**config.mk**
```make
export PLATFORM = sky130hd
export DESIGN_NAME = alu_share_arbiter
export DESIGN_NICKNAME = d
export VERILOG_FILES = /design/src/rtl/alu_share_arbiter.sv
export SDC_FILE = /design/constraint.sdc
export NUM_CORES = 1
export LEC_CHECK = 0
export ABC_AREA = 1
export CAP_MARGIN = 40
export CORE_UTILIZATION = 35
export DETAILED_ROUTE_END_ITERATION = 16
export PLACE_DENSITY = 0.77
export SLEW_MARGIN = 20
export SYNTH_ARGS = -nofsm -noshare
export SYNTH_HDL_FRONTEND = slang
export SYNTH_SLANG_ARGS = --single-unit
```
**constraint.sdc**
```tcl
create_clock -name clk -period 1.3 [get_ports clk]
set_clock_uncertainty 0.1 [all_clocks]
set_input_delay 0.195 -clock clk [delete_from_list [all_inputs] [get_ports clk]]
set_output_delay 0.195 -clock clk [all_outputs]
set_load 0.01 [all_outputs]
```
**src/rtl/alu_share_arbiter.sv**
```systemverilog
// alu_share_arbiter: shares one external ALU between two requesters.
// Operations are granted round-robin, executed from registered operands in a
// single EXEC cycle, and the captured result is held for the owning requester
// until it completes its response handshake.
module alu_share_arbiter #(
  parameter int DATA_WIDTH = 32
) (
  input  logic                  clk,
  input  logic                  rst_n,

  input  logic                  req0Valid,
  output logic                  req0Ready,
  input  logic [DATA_WIDTH-1:0] req0SrcA,
  input  logic [DATA_WIDTH-1:0] req0SrcB,
  input  logic [2:0]            req0AluControl,
  output logic                  rsp0Valid,
  input  logic                  rsp0Ready,
  output logic [DATA_WIDTH-1:0] rsp0Result,

  input  logic                  req1Valid,
  output logic                  req1Ready,
  input  logic [DATA_WIDTH-1:0] req1SrcA,
  input  logic [DATA_WIDTH-1:0] req1SrcB,
  input  logic [2:0]            req1AluControl,
  output logic                  rsp1Valid,
  input  logic                  rsp1Ready,
  output logic [DATA_WIDTH-1:0] rsp1Result,

  output logic [DATA_WIDTH-1:0] aluSrcA,
  output logic [DATA_WIDTH-1:0] aluSrcB,
  output logic [2:0]            aluControl,
  input  logic [DATA_WIDTH-1:0] aluResult,

  output logic                  busy
);

  typedef enum logic [1:0] {
    IDLE = 2'd0,
    EXEC = 2'd1,
    RESP = 2'd2
  } state_t;

  state_t                r_state;
  logic                  r_owner;
  logic                  r_prio;
  logic [DATA_WIDTH-1:0] r_opA;
  logic [DATA_WIDTH-1:0] r_opB;
  logic [2:0]            r_opCtl;
  logic [DATA_WIDTH-1:0] r_result;

  logic w_idle;
  logic w_grant0;
  logic w_grant1;
  logic w_accept0;
  logic w_accept1;
  logic w_rspAccept;

  assign w_idle = (r_state == IDLE);

  // Grant selection: a lone requester wins outright, contention goes to prio.
  always_comb begin
    w_grant0 = 1'b0;
    w_grant1 = 1'b0;
    if (req0Valid && req1Valid) begin
      w_grant0 = ~r_prio;
      w_grant1 = r_prio;
    end else begin
      w_grant0 = req0Valid;
      w_grant1 = req1Valid;
    end
  end

  // Ready is forced low while reset is asserted so nothing looks accepted
  // during an abort, even though the reset state is IDLE.
  assign req0Ready = rst_n && w_idle && w_grant0;
  assign req1Ready = rst_n && w_idle && w_grant1;

  assign w_accept0 = req0Valid && req0Ready;
  assign w_accept1 = req1Valid && req1Ready;

  // Only the owner's ready can close a response.
  assign w_rspAccept = r_owner ? rsp1Ready : rsp0Ready;

  // Sequencer: latch the granted operation, run one EXEC cycle, hold result.
  always_ff @(posedge clk or negedge rst_n) begin
    if (!rst_n) begin
      r_state  <= IDLE;
      r_owner  <= 1'b0;
      r_prio   <= 1'b0;
      r_opA    <= '0;
      r_opB    <= '0;
      r_opCtl  <= 3'b000;
      r_result <= '0;
    end else begin
      case (r_state)
        IDLE: begin
          if (w_accept0) begin
            r_opA   <= req0SrcA;
            r_opB   <= req0SrcB;
            r_opCtl <= req0AluControl;
            r_owner <= 1'b0;
            r_state <= EXEC;
          end else if (w_accept1) begin
            r_opA   <= req1SrcA;
            r_opB   <= req1SrcB;
            r_opCtl <= req1AluControl;
            r_owner <= 1'b1;
            r_state <= EXEC;
          end
        end
        EXEC: begin
          r_result <= aluResult;
          r_state  <= RESP;
        end
        RESP: begin
          if (w_rspAccept) begin
            r_prio  <= ~r_owner;
            r_state <= IDLE;
          end
        end
        default: begin
          r_state <= IDLE;
        end
      endcase
    end
  end

  assign rsp0Valid  = (r_state == RESP) && !r_owner;
  assign rsp1Valid  = (r_state == RESP) && r_owner;
  assign rsp0Result = r_result;
  assign rsp1Result = r_result;

  assign aluSrcA    = r_opA;
  assign aluSrcB    = r_opB;
  assign aluControl = r_opCtl;

  assign busy = !w_idle;

endmodule

```
==> impl_metrics.env, run 1 <==
export IMPL_reg2reg_to="aluSrcA[0]$_DFFE_PN0P_"
export IMPL_final_hold_viol_count=4
export IMPL_final_cells=1202
export IMPL_p_leak_nw=4.99
export IMPL_fin_setup_tns_ps=-23880
export IMPL_grt_first_pass_wirelength_mm=29.1
export IMPL_ys_warn_count=0
export IMPL_grt_max_degree=58
export IMPL_die_y_um=127
export IMPL_start_util_pct=35.9
export IMPL_report_final_slew_viol_count=0
export IMPL_reg2reg_slack_ps=-280
export IMPL_htreeDepth=3
export IMPL_worst_r2r_startpoint="r_state[1]$_DFFE_PN0P_"
export IMPL_cts_buffers=9
export IMPL_cap_violations=0
export IMPL_cts_root_buf="clkbuf_16"
export IMPL_vias=5663
export IMPL_hold_path_class="primary input to asynchronous set/reset pin"
export IMPL_drtIter0Drc=275
export IMPL_drt_pass1_iterations=5
export IMPL_coreArea_mm2=0.0152
export IMPL_placed_cells=1151
export IMPL_critPathMaxStageDelay_ps=410
export IMPL_rsz0062_at_grt="yes"
export IMPL_cp_required_ps=1000
export IMPL_fin_hold_ws_ps=-7.37
export IMPL_syn_avg_cell_area_um2=7.78
export IMPL_ioPinCount=308
export IMPL_wl_mm=19.4
export IMPL_wl_per_cell_um=16.2
export IMPL_worstMarginPinSlew_ps=598
export IMPL_yosysUniqueCellTypes=16
export IMPL_syn_cell_area_mm2=0.00546
export IMPL_synth_area_top_cells="dfrtp_1, nand2_1, nand3_1"
export IMPL_crit_path_start="r_state[0]$_DFFE_PN0P_"
export IMPL_cpMostUsedCell="nand2_4"
export IMPL_min_period_ps=1590
export IMPL_synth_top_area_cell="dfrtp_1"
export IMPL_netlist_instances=702
export IMPL_grt_pass1_vias=5508
export IMPL_n_antenna_cell=0
export IMPL_place_congestion=0.769
export IMPL_finalPower_mw=19.0
export IMPL_utilization_pct=61.2
export IMPL_drive_gt1_share_pct=28.5
export IMPL_antenna_found_initial=0
export IMPL_final_cell_area_mm2=0.00931
export IMPL_track_usage_pct=23.5
export IMPL_failed_checks="hold timing, setup timing"
export IMPL_clock_sinks=103
export IMPL_cpLargestDelayFamily="flip-flops"
export IMPL_insertion_delay_ps=340
export IMPL_peakVddDrop_v=0.000923
export IMPL_area_growth_pct=70.3
export IMPL_slowest_stage="dfrtp_1"
export IMPL_path_cells="inv_2 > nand2_4 > nor2_4 > nand2_4 > inv_4 > buf_6"
export IMPL_ff2ff_path_depth=9
export IMPL_yosys_register_bits=103
export IMPL_dieArea_mm2=0.0161
export IMPL_powerDensity_mw_per_mm2=2040
export IMPL_path_max_fanout=3
export IMPL_antenna_left=0
export IMPL_end_kind="output port"
export IMPL_synth_top_area_share_pct=47.2
export IMPL_critPathBufInv=3
export IMPL_setup_viol=106
export IMPL_status="complete, but fails checks"
export IMPL_drcViolationCount=0
export IMPL_io_buffers=307
export IMPL_cts_reportedPaths_clkPinSlew_ps=80
export IMPL_setup_slack_ps=-291
export IMPL_nets=1181
export IMPL_viasPerCell=4.71
export IMPL_rows=45
export IMPL_relSlewSlack_pct=60.1
export IMPL_dp_hpwl_mm=12.4
export IMPL_die_w_um=127
export IMPL_cts_tree="yes"
export IMPL_placed_area_mm2=0.00860
export IMPL_globalRouteOverflowTotal=0
export IMPL_cp_start_kind="flip-flop"
export IMPL_nFillCells=1349
export IMPL_synth_nets=874
export IMPL_period_share_pct=122
export IMPL_fmax_mhz=628
export IMPL_seq_area_frac_synth_pct=47.2
export IMPL_worstSetupPathType="flip-flop to output port"
export IMPL_clock_path_buffers=2
export IMPL_crit_arrival_ps=1300
power breakdown:
part	internal, mW	switching (mW)
sequential	4.79	1.14
combinational	4.97	4.97
clock	1.90	1.26
total	11.7	7.36
logic make-up after synthesis:
| logic type | count (synthesis) | synth area share [%] |
|---|---|---|
| simple gates | 351 | 27.5 |
| buf+inv | 211 | 18.2 |
| flops | 103 | 47.2 |
| mux | 32 | 6.59 |
| compound gates | 5 | 0.527 |
registers in the layout, indices dropped and copies added (netlist names):
signal      flops
r_owner         1
aluControl      3
aluSrcA        32
rsp0Result     32
r_state         2
aluSrcB        32
r_prio          1
cell type report:
cell class	instances	area, µm²	area share [%]
multi-input combinational	388	2150	23.1
clock buffer	10	229	2.46
tap	188	235	2.53
inverter	141	558	6.00
sequential	103	2580	27.7
timing repair inverter	1	11.3	0.121
timing repair buffer	365	3430	36.8
clock inverter	6	115	1.24
tightest hold or removal path: stages:
cell,delay (ps)
buf_4,110
buf_4,120
buf_4,480
placed cells by master, fill, tap and decap left out, drive strengths merged, types with 2 or more instances in the layout:
cell             n
a21oi            2
inv            143
buf             93
bufinv           3
nand2          209
dfrtp          103
clkdlybuf4s15   22
mux2            32
clkdlybuf4s50  169
nor2             6
o21ai            3
clkbuf          88
nand3          136
per-stage QoR:
step                      worst slack (ps)  hold slack (ps)
final                                 -291            -7.37
after global routing                  -358             44.8
after CTS                             -263             16.5
after detailed placement              -603              349
after global placement                -598              336
after floorplan                      -55.0             -201
how the worst max path moves through the flow:
stage,to,cells after the start
after global placement,req0Ready,6
after CTS,req0Ready,6
after global routing,req0Ready,6
after floorplan,aluSrcA[0]$_DFFE_PN0P_,8
final,req0Ready,6
after detailed placement,req0Ready,6
metal layers:
metal	GRT usage, %	up-vias	routed length (µm)	part of all wire [%]
met5	0	-	0	0
met1	25.4	2690	7560	39
met2	43.7	226	9990	51
li1	-	2716	-	-
met4	9.24	0	442	2.3
met3	6.20	31	1430	7.4
cell usage after synthesis:
cell	instances
buf_4	42
inv_2	3
clkbuf_1	2
o21ai_0	3
mux2_2	32
a21oi_1	1
a21oi_2	1
nand2_2	3
nand2_1	206
nor2_1	5
nand3_1	136
inv_1	138
buf_6	2
dfrtp_1	103
nor2_4	1
buf_2	24
timing repair:
action | 4_1_cts | 5_1_grt
cloned | 8 | 3
buffers inserted | 11 | 14
pin swaps | 5 | 21
resized for setup | 374 | 176
hold buffers | 1 | 0
endpoints found under the setup margin | 237 | 210
endpoints found under the hold margin | 56 | 0
Power figures use the tool's default switching activity.
==> inputs of run 2 (changes only) <==
CTS_CLUSTER_DIAMETER = 200   (was unset)
SKIP_CTS_REPAIR_TIMING = 1   (was unset)
==> run 2 against run 1 <==
Compared with the run above:
- the flow finishes with violations (setup timing)
- non-clock buffer count fell by 17
- worst hold slack better by 21 ps
- register-to-register slack gained 60 ps
==> impl_metrics.env, run 2 (synthesis gave the netlist of run 1 again) <==
export IMPL_status="complete, but fails checks"
export IMPL_failed_checks="setup timing"
export IMPL_reg2reg_to="aluSrcA[29]$_DFFE_PN0P_"
export IMPL_drt_pass1_iterations=5
export IMPL_setup_viol=105
export IMPL_die_w_um=127
export IMPL_placed_area_mm2=0.00860
export IMPL_fin_hold_ws_ps=14.1
export IMPL_grt_pass1_vias=5244
export IMPL_fin_setup_tns_ps=-16530
export IMPL_rows=45
export IMPL_worstMarginPinSlew_ps=650
export IMPL_globalRouteOverflowTotal=0
export IMPL_final_cells=1184
export IMPL_p_leak_nw=6.09
export IMPL_rsz0062_at_grt="yes"
export IMPL_cts_root_buf="clkbuf_16"
export IMPL_nets=1163
export IMPL_critPathBufInv=3
export IMPL_seqPwrFrac_pct=30.2
export IMPL_drive_gt1_share_pct=10.6
export IMPL_cp_required_ps=1000
export IMPL_drcViolationCount=0
export IMPL_final_cell_area_mm2=0.00970
export IMPL_pwr_share_clk_pct=16.6
export IMPL_io_buffers=307
export IMPL_final_common_cell="nand2_1"
export IMPL_report_final_slew_viol_count=0
export IMPL_worst_r2r_startpoint="r_state[0]$_DFFE_PN0P_"
export IMPL_worstSetupPathType="flip-flop to output port"
export IMPL_wl_per_cell_um=16.9
export IMPL_setup_slack_ps=-274
export IMPL_swShare_pct=36.2
export IMPL_antenna_left=0
export IMPL_wl_mm=20.0
export IMPL_ff2ff_path_depth=8
export IMPL_dp_hpwl_mm=12.4
export IMPL_die_y_um=127
export IMPL_track_usage_pct=21.6
export IMPL_finalPower_mw=19.0
export IMPL_antenna_found_initial=0
export IMPL_fmax_mhz=635
export IMPL_end_kind="output port"
export IMPL_dieArea_mm2=0.0161
export IMPL_placed_cells=1151
export IMPL_grt_first_pass_wirelength_mm=27.0
export IMPL_coreArea_mm2=0.0152
export IMPL_min_period_ps=1570
export IMPL_ioPinCount=308
export IMPL_start_util_pct=35.9
export IMPL_clock_path_buffers=2
export IMPL_clock_sinks=103
export IMPL_vias=5655
export IMPL_grt_max_degree=58
export IMPL_hold_path_class="primary input to asynchronous set/reset pin"
export IMPL_peakVddDrop_v=0.000967
export IMPL_cts_buffers=9
export IMPL_pwr_share_comb_pct=53.2
export IMPL_viasPerCell=4.78
export IMPL_path_cells="inv_2 > nand2_4 > nor2_4 > nand2_4 > inv_4 > buf_6"
export IMPL_path_max_fanout=3
export IMPL_cp_start_kind="flip-flop"
export IMPL_n_antenna_cell=0
export IMPL_reg2reg_slack_ps=-220
export IMPL_cts_reportedPaths_clkPinSlew_ps=70
export IMPL_critPathMaxStageDelay_ps=410
export IMPL_drtIter0Drc=270
export IMPL_layout_common_cells="nand2_1, clkdlybuf4s50_1, inv_1"
export IMPL_utilization_pct=63.8
export IMPL_p_sw_mw=6.88
export IMPL_insertion_delay_ps=340
export IMPL_htreeDepth=3
export IMPL_cpLargestDelayFamily="flip-flops"
export IMPL_cpMostUsedCell="nand2_4"
export IMPL_internal_power_mw=12.1
export IMPL_slowest_stage="dfrtp_1"
export IMPL_final_hold_viol_count=0
export IMPL_period_share_pct=121
export IMPL_powerDensity_mw_per_mm2=1960
export IMPL_place_ws_ps=-603
export IMPL_place_congestion=0.769
export IMPL_relSlewSlack_pct=56.5
export IMPL_area_growth_pct=77.5
export IMPL_cts_tree="yes"
export IMPL_crit_arrival_ps=1280
export IMPL_cap_violations=0
-- run 2: worst max-delay path by stage --
stage	start	endpoint	slack, ps	cells after the start
final	r_state[0]$_DFFE_PN0P_	req0Ready	-270	6
after global routing	r_state[0]$_DFFE_PN0P_	req0Ready	-360	6
after CTS	r_state[1]$_DFFE_PN0P_	req0Ready	-710	6
after detailed placement	req0Valid	req0Ready	-600	6
after global placement	req0Valid	req0Ready	-600	6
after floorplan	r_state[1]$_DFFE_PN0P_	aluSrcA[0]$_DFFE_PN0P_	-60	8
-- run 2: final cells by class --
class | instances | area [µm²]
fill | 1236 | 5500
clock inverter | 6 | 115
tap | 188 | 235
timing repair buffer | 348 | 4060
clock buffer | 10 | 229
inverter | 141 | 539
sequential | 103 | 2580
multi-input combinational | 388 | 1950
-- run 2: tightest hold or removal path, stage by stage --
cell   delay [ps]
buf_4         120
buf_4         120
buf_4         490
-- run 2: power by group through the flow --
stage,clock (mW),sequential (mW),combinational [mW]
floorplan,0,6.44,3.90
CTS,3.22,5.81,9.83
global route,3.36,5.94,10.8
finish,3.15,5.75,10.1
detailed placement,0,5.81,9.80
global placement,0,5.78,9.65
-- run 2: layer usage --
metal	GRT usage [%]	part of all wire, %	vias up
met1	23.8	38	2692
met3	5.61	8.1	27
met2	39.9	52	256
li1	-	-	2680
met5	0	0	-
met4	7.42	2.1	0
==> RTL edit: new RTL, config.mk and constraints of run 1 <==
`DATA_WIDTH`: 32 -> 36.
--- a/src/rtl/alu_share_arbiter.sv
+++ b/src/rtl/alu_share_arbiter.sv
@@ -5,3 +5,3 @@
 module alu_share_arbiter #(
-  parameter int DATA_WIDTH = 32
+  parameter int DATA_WIDTH = 36
 ) (
Interface: changed (9 resized); port bits go from 308 to 344. The function was not compared with the original's and may differ.
==> RTL edit against run 1 <==
The flow still finishes with violations (negative hold slack, negative setup slack). Worst setup slack worse by 0.099 ns. Sequential cell count up 12. Synthesized area is 12% higher. Fmax decreased by 5.9%. Cell area up 15%. Total power is 22% higher. Wire length grew 25%. Critical endpoint is now req1Ready.
==> RTL edit: results (changes against run 1) <==
stage;metric;value;unit;change
global_route;gr usage total;25.2;%;+1.7 points
route;DR vias/cell;4.74;;+0.64%
power_and_ir_drop;maximum VDD drop;1.10;mV;+19%
clock_tree;clk buf depth;2;;unchanged
global_route;largest net degree at the start of global routing;45;;-22%
clock_tree;Num CTS Buffers;17;;+8
finish;ANT cells;0;;unchanged
power_and_ir_drop;internal power;0.0146;W;+25%
logic_synthesis;Synth async-reset ratio;100;%;unchanged
power_and_ir_drop;Lkg Pwr;5.90;nW;+18%
worst_setup_path;RR Startpoint;r_state[0];;
finish;Cell Count, Final, Fillers Out;1381;;+15%
route;final WL;24.2;mm;+25%
worst_setup_path;Setup Crit Path Kind;reg2out;;
route;DR iter-0 viols;282;;+2.5%
logic_synthesis;most common cell in the netlist;nand2_1;;
worst_setup_path;reg2reg end;aluSrcA[14];;
place;placed cells;1299;;+13%
logic_synthesis;Synth area leaders;dfrtp_1 47%, nand2_1 14%, nand3_1 12%, inv_1 9.4%, mux2_2 6.6%;;
place;# port buffers;343;;+12%
sta;Slew headroom;62.8;%;+2.6 points
worst_setup_path;Critical Path Fanout Max;2;;-1
sta;final setup fails;130;;+23%
clock_tree;root buf cell;clkbuf_16;;
worst_setup_path;r2r setup slk;-0.37;ns;-0.09 ns
logic_synthesis;Distinct cells, synth;18;;+2
hold_path;Hold Crit Class;in2async;;
worst_setup_path;Crit-path slowest cell;dfrtp_1;;
sta;Final Hold Vio Count;39;;+35
worst_setup_path;worst path arrival time;1.40;ns;+0.10 ns
logic_synthesis;Synth top cells by count;230 x nand2_1, 154 x inv_1, 151 x nand3_1;;
clock_tree;H-tree levels;4;;+1
global_route;vias in the first global route;6385;;+16%
place;GP Congestion;0.790;;+2.8%
global_route;first-pass GRT wire length;34.4;mm;+18%
clock_tree;CTS clock-pin slew for the worst setup and hold paths;0.06;ns;-0.02 ns
status;status;finished, violations left;;
logic_synthesis;number of synthesis warnings;0;;unchanged
clock_tree;Setup Buffers After CTS;27;;+16
clock_tree;CTS hold repair buffers;1;;unchanged
worst_setup_path;Worst Setup EP;req1Ready;;
clock_tree;clock latency on the worst-skew pair;0.41;ns;+0.07 ns
status;failing checks;negative hold slack, negative setup slack;;
worst_setup_path;FF-to-FF path depth;10;;+1
logic_synthesis;Mapped Cells;783;;+12%
logic_synthesis;register area share after synthesis;46.9;%;-0.31 points
sta;TNS Setup;-36.07;ns;-12.19 ns
sta;Hold WS;-0.160;ns;-0.153 ns
clock_tree;post_cts resized;672;;+80%
route;DR pass1 iterations;7;;+2
place;DP HPWL;14.6;mm;+18%
sta;Final WS setup;-0.391;ns;-0.0991 ns
place;dpl ws;-0.605;ns;-0.00186 ns
finish;share of cells above drive strength 1;27.9;%;-0.65 points
logic_synthesis;Mapped Nets;975;;+12%
place;Post-DP Area;9630;sq um;+12%
## RTL edit: metal layers
layer  vias up  track usage (%)  wire length [microns]
met1      3137             29.5                   9740
li1       3066                -                      -
met5         -                0                      0
met2       302             43.6                  12200
met3        43             6.38                   1600
met4         0             11.2                    685
## RTL edit: cell families after synthesis
family / synth area share [%]
buf+inv: 18.7
compound gates: 0.489
flops: 46.9
simple gates: 27.4
mux: 6.60
## RTL edit: layout make-up
type	instances	area, sq um
Multi-Input combinational cell	432	2380
Sequential cell	115	2880
Tap cell	225	282
Clock buffer	22	474
Timing Repair Buffer	421	3980
Fill cell	1479	6500
Inverter	157	608
Clock inverter	9	129
## RTL edit: power by group through the flow
stage	logic (W)	clock network (W)	registers (W)
floorplan	0.00436	0	0.00720
global placement	0.0107	0	0.00656
detailed placement	0.0109	0	0.00659
CTS	0.0108	0.00487	0.00646
global route	0.0126	0.00506	0.00675
finish	0.0119	0.00481	0.00658
